### config.mk
export PLATFORM = sky130hd
export DESIGN_NAME = universal_shift_register
export DESIGN_NICKNAME = d
export VERILOG_FILES = /design/src/rtl/universal_shift_register.sv
export SDC_FILE = /design/constraint.sdc
export NUM_CORES = 1
export LEC_CHECK = 0
export CAP_MARGIN = 20
export CORE_MARGIN = 8
export CORE_UTILIZATION = 41
export DETAILED_ROUTE_END_ITERATION = 8
export PLACE_DENSITY = 0.91
export SYNTH_ARGS = -nofsm -noshare
export SYNTH_HDL_FRONTEND = slang
export SYNTH_SLANG_ARGS = --single-unit
### constraint.sdc
create_clock -name CLK -period 3.5 [get_ports CLK]
set_clock_uncertainty 0.15 [all_clocks]
set_input_delay 0.7 -clock CLK [delete_from_list [all_inputs] [get_ports CLK]]
set_output_delay 0.7 -clock CLK [all_outputs]
set_load 0.05 [all_outputs]
### src/rtl/universal_shift_register.sv
// rtl/universal_shift_register.sv - WIDTH-bit universal shift register with enable, mode select and true/complement outputs
module universal_shift_register #(
    parameter int              WIDTH       = 8,
    parameter logic [WIDTH-1:0] RESET_VALUE = '0
) (
    input  logic             CLK,
    input  logic             RST,
    input  logic             E,
    input  logic [2:0]       M,
    input  logic [WIDTH-1:0] D,
    input  logic             SIR,
    input  logic             SIL,
    output logic [WIDTH-1:0] Q,
    output logic [WIDTH-1:0] P,
    output logic             SO,
    output logic             ZERO
);

    if (WIDTH < 2 || WIDTH > 64) begin : g_width_check
        $error("universal_shift_register: WIDTH must be in 2..64");
    end

    localparam logic [2:0] MODE_HOLD  = 3'b000;
    localparam logic [2:0] MODE_SHR   = 3'b001;
    localparam logic [2:0] MODE_SHL   = 3'b010;
    localparam logic [2:0] MODE_LOAD  = 3'b011;
    localparam logic [2:0] MODE_ROTR  = 3'b100;
    localparam logic [2:0] MODE_ROTL  = 3'b101;
    localparam logic [2:0] MODE_CLEAR = 3'b110;
    localparam logic [2:0] MODE_SET   = 3'b111;

    // SO only changes on modes that push a bit out of the register
    always_ff @(posedge CLK) begin
        if (RST) begin
            Q  <= RESET_VALUE;
            SO <= 1'b0;
        end else if (E) begin
            case (M)
                MODE_HOLD: begin
                    Q <= Q;
                end
                MODE_SHR: begin
                    Q  <= {SIR, Q[WIDTH-1:1]};
                    SO <= Q[0];
                end
                MODE_SHL: begin
                    Q  <= {Q[WIDTH-2:0], SIL};
                    SO <= Q[WIDTH-1];
                end
                MODE_LOAD: begin
                    Q <= D;
                end
                MODE_ROTR: begin
                    Q  <= {Q[0], Q[WIDTH-1:1]};
                    SO <= Q[0];
                end
                MODE_ROTL: begin
                    Q  <= {Q[WIDTH-2:0], Q[WIDTH-1]};
                    SO <= Q[WIDTH-1];
                end
                MODE_CLEAR: begin
                    Q <= '0;
                end
                MODE_SET: begin
                    Q <= '1;
                end
                default: begin
                    Q <= Q;
                end
            endcase
        end
    end

    assign P    = ~Q;
    assign ZERO = (Q == '0);

endmodule

**After elaboration in Yosys (flattened, before gate mapping)**

Index checks and enable logic that the tools add are counted.

- Bits in registers: 9
- Input port bits: 16
- Output and inout port bits: 18
- Word-level logic and storage cells: 20

- Eq/ne operators: 7
- Multiplexer cells: 2
- Bitwise gates (word level): 2
- Reduce and logical (&&, ||, !) cells: 7

Operators by type and width:

| cell | count |
|---|---|
| 8-bit case mux with 7 select lines | 1 |
| 3-bit equality test, second input constant | 4 |
| 8-bit logical NOT | 1 |
| 8-bit NOT | 1 |
| 3-bit by 2-bit equality test with 1-bit output, second input constant | 2 |
| 2-bit AND reduction | 2 |
| 2-bit OR reduction | 2 |
| 3-bit by 1-bit equality test with 1-bit output, second input constant | 1 |
| 3-bit logical NOT | 1 |
| 1-bit case mux with 2 select lines | 1 |
| 2-bit nonzero test | 1 |
| 1-bit NOT | 1 |

**Depth between registers and ports, before layout**

- Word-level depth: 4
- Depth in mapped cells: 6
- Depth with buffers taken out: 4

**Least setup slack after synthesis**

Ideal clock, no wire load.

- Kind: reg2out
- Start point: reg Q[7]
- End point: out ZERO
- Arrival time: 1747 ps
- Required time: 2650 ps
- Path slack: 903 ps
- Cell stages (with the launch flop): 4
- Buffers on the path: 0
- Cells stage by stage: dfxtp_1 -> inv_1 -> nand4_1 -> nor2_1

- Cells in the longest elaborated chain, start to end: 1

RTL lines:

| element | line | source |
|---|---|---|
| from (decl) | 13 | `output logic [WIDTH-1:0] Q,` |
| from (signal assigned) | 43 | `Q <= {SIR, Q[WIDTH-1:1]};` |
| from (signal assigned) | 47 | `Q <= {Q[WIDTH-2:0], SIL};` |
| from (signal assigned) | 54 | `Q <= {Q[0], Q[WIDTH-1:1]};` |
| 8-bit logical NOT | 75 | `assign ZERO = (Q == '0);` |
| to (decl) | 16 | `output logic ZERO` |

No other way between the ends.

**Worst setup path in the final report**

Ends and elaborated chain as after synthesis.

==> results by group <==
Run status
  – Status: finished clean

Clock tree
  – Sink Count: 9
  – CTS resizes: 0
  – TritonCTS clock tree: yes
  – CTS H-tree lvls: 1
  – Clk slew on worst S/H paths: approximately 0.07 ns
  – Bufs on Longest Clock Path: 2
  – Root Buffer: clkbuf_4
  – Hold_buf cts: 0
  – Post-CTS setup buffers: 0
  – Worst-skew pair later-pin latency: 0.27 ns
  – CTS buffer count: 3

Setup path
  – CP Data Required Time: approximately 2.7 ns
  – Worst-path fanout max: 4
  – Max incr delay on CP: a little over 0.8 ns
  – Startpoint Class: flop
  – Crit path kind: flop to output pin
  – Setup crit end kind: output pin
  – Critical-path cell list: inv_1 > nand4_1 > nor2_1 > clkdlybuf4s50_1
  – Slowest cell on crit path: clkdlybuf4s50_1
  – Top delay family on crit path: buffers and inverters
  – Crit path DAT: 1.80 ns
  – Worst Path Buf+Inv: 2

Global routing
  – GRT Total Usage: 0.146
  – Vias in the first global route: between 800 and 900
  – Total grt overflow: 0
  – Largest net degree at the start of global routing: 23
  – First-pass GRT wire length: 3800 microns
  – Antenna violations before repair: 0

Synthesis
  – Synth area leaders: dfxtp_1 28%, o2111a_1 10%, o211ai_1 8.1%
  – Synthesized net count: 105
  – Mapped Cells: a little under 90
  – Ys Warns: 0
  – Commonest cells in the synthesized netlist: 9 x dfxtp_1, 9 x inv_1, 9 x nand2_1
  – Synth Area per Inst: 7.27 sq um
  – Sequential fraction of the synthesis area: 0.279
  – Number of synthesized flops with an enable pin: 0
  – Count of different cell masters after synthesis: 27
  – Post-Syn Area: approximately 650 sq um
  – Top-area cell type share of the netlist area: 0.279
  – Synth Flop Type: dfxtp_1
  – Post-synth top area cell: dfxtp_1
  – Synthesis-stage register bit count: 9
  – Synth async-reset ratio: 0

STA
  – Max frequency: 0.378 GHz
  – Final setup violation count: 0
  – Setup TNS: 0 ns
  – Rel. slew slack: 0.500
  – Crit share post-route: 0.756
  – Slew @ Worst Pin: 0.747 ns
  – Final min period: 2.65 ns
  – RSZ-0062 raised after global routing: false
  – Max-slew violations: 0
  – Hold Fails Final Rpt: 0

Route
  – Vias: 842
  – Drt total wl: 2310 microns
  – Post-route ant nets: 0
  – DR vias/cell: 6.19
  – Drt pass-1 iters: 4
  – WL/cell: 16.9 microns
  – DRC: 0
  – DRT iter0 DRCs: 56

Die
  – Core footprint: 1490 sq um
  – Die height: 55.7 microns
  – Die area: 3100 sq um
  – # rows: 14
  – Top-Level Pins: 34
  – Initial core utilization: 0.434
  – Die Span X: 55.7 microns

Power and ir drop
  – Clock power share: 0.218
  – Peak VDD IR: 0.000196 V
  – PD cells: 385 nW/um^2
  – Internal power: 220 uW
  – Leakage power: ~0.00035 uW
  – Sw Pwr: 161 uW
  – Net Sw Frac: 0.422
  – Flop pwr share: 0.321
  – Comb power frac: 0.462

Layout
  – Nets: 137
  – # diodes: 0
  – Filler instances: 138
  – Storage cell area: around 180 sq um
  – Share of cells above drive strength 1: 0.0417
  – Fin area: 991 sq um
  – Layout Utilization: 0.666
  – Multi-input gate area: 400 sq um
  – Layout area overhead: 53.2%

Placed design
  – Final HPWL DP: 1730 microns
  – Placer congestion estimate: between 0.8 and 0.9
  – Post-DP Area: 965 sq um
  – I/O Buffers: 33

Job
  – Max-cap viol count: 0

Worst hold path
  – Worst min path class: flop to flop
==> sequential cells by signal, summed over array words and instances, names as in the netlist <==
register,count
SO,1
Q,8
==> logic make-up (layout without fill, tap and decap cells) <==
group	after synthesis	in the layout	synth area share
AND/OR/NAND/NOR	34	34	0.251
XOR/XNOR	2	2	0.0271
flip-flops	9	9	0.279
buffers and inverters	15	46	0.102
AO/OA/AOI/OAI	29	29	0.340
==> area by class of cell <==
cell class / instances / share of cell area
clock buffer: 4 / 0.0265
inverter: 9 / 0.0341
multi-input combinational: 65 / 0.404
sequential: 9 / 0.182
tap: 16 / 0.0202
timing repair buffer: 33 / 0.333
==> per-stage QoR <==
| stage | total power (uW) | instances | hold slack (ns) | setup WS (ns) |
|---|---|---|---|---|
| 2_1_floorplan | 235 | 89 | 0.573 | 0.903 |
| 3_3_place_gp | 296 | 132 | 0.362 | 0.902 |
| 3_5_place_dp | 299 | 132 | 0.364 | 0.829 |
| 4_1_cts | 383 | 136 | 0.382 | 0.835 |
| 5_1_grt | 406 | 136 | 0.413 | 0.725 |
| 6_report | 382 | 136 | 0.382 | 0.854 |
==> layout by cell type (no fill, tap or decap) <==
cell type	synthesis	layout
clkdlybuf4s50_1	0	33
dfxtp_1	9	9
inv_1	9	9
nand2_1	9	9
nor3_1	8	8
nor2_1	7	7
a21oi_1	7	7
o211ai_1	7	7
o2111a_1	6	6
o21ai_0	3	3
nand3_1	3	3
clkbuf_4	0	3
nand4_1	2	2
xnor2_1	2	2
nor2_2	1	1
a21boi_2	1	1
or4b_1	1	1
nor2b_1	1	1
and3_1	1	1
o32ai_1	1	1
or3_1	1	1
o311ai_0	1	1
a211oi_1	1	1
o21bai_1	1	1
a31oi_1	1	1
clkbuf_1	1	1
==> worst paths after layout <==
check,to,cells after the start,slack (ns),startpoint
max,ZERO,4,0.85,Q[7]
min,Q[1],2,0.38,Q[1]
max reg2reg,Q[7],3,2.13,Q[6]
min reg2reg,Q[1],2,0.38,Q[1]
==> power groups by stage <==
| stage | logic (uW) | clock network, uW | registers, uW |
|---|---|---|---|
| 2_1_floorplan | 84.5 | 0 | 151 |
| 3_3_place_gp | 172 | 0 | 124 |
| 3_5_place_dp | 175 | 0 | 124 |
| 4_1_cts | 176 | 84.9 | 122 |
| 5_1_grt | 186 | 96.8 | 123 |
| 6_report | 176 | 83.1 | 122 |
==> worst register-to-register path, delay by kind of cell, from the launching register on <==
family | cells | cell delay [ns]
simple gates | 2 | 0.57
flops | 1 | 0.43
compound gates | 1 | 0.13
==> layer usage <==
metal	routed length (microns)	track usage
met5	0	0
met1	920	0.172
met2	1110	0.224
met4	36	0.0669
met3	241	0.0571
(Power assumes the default switching activity.)
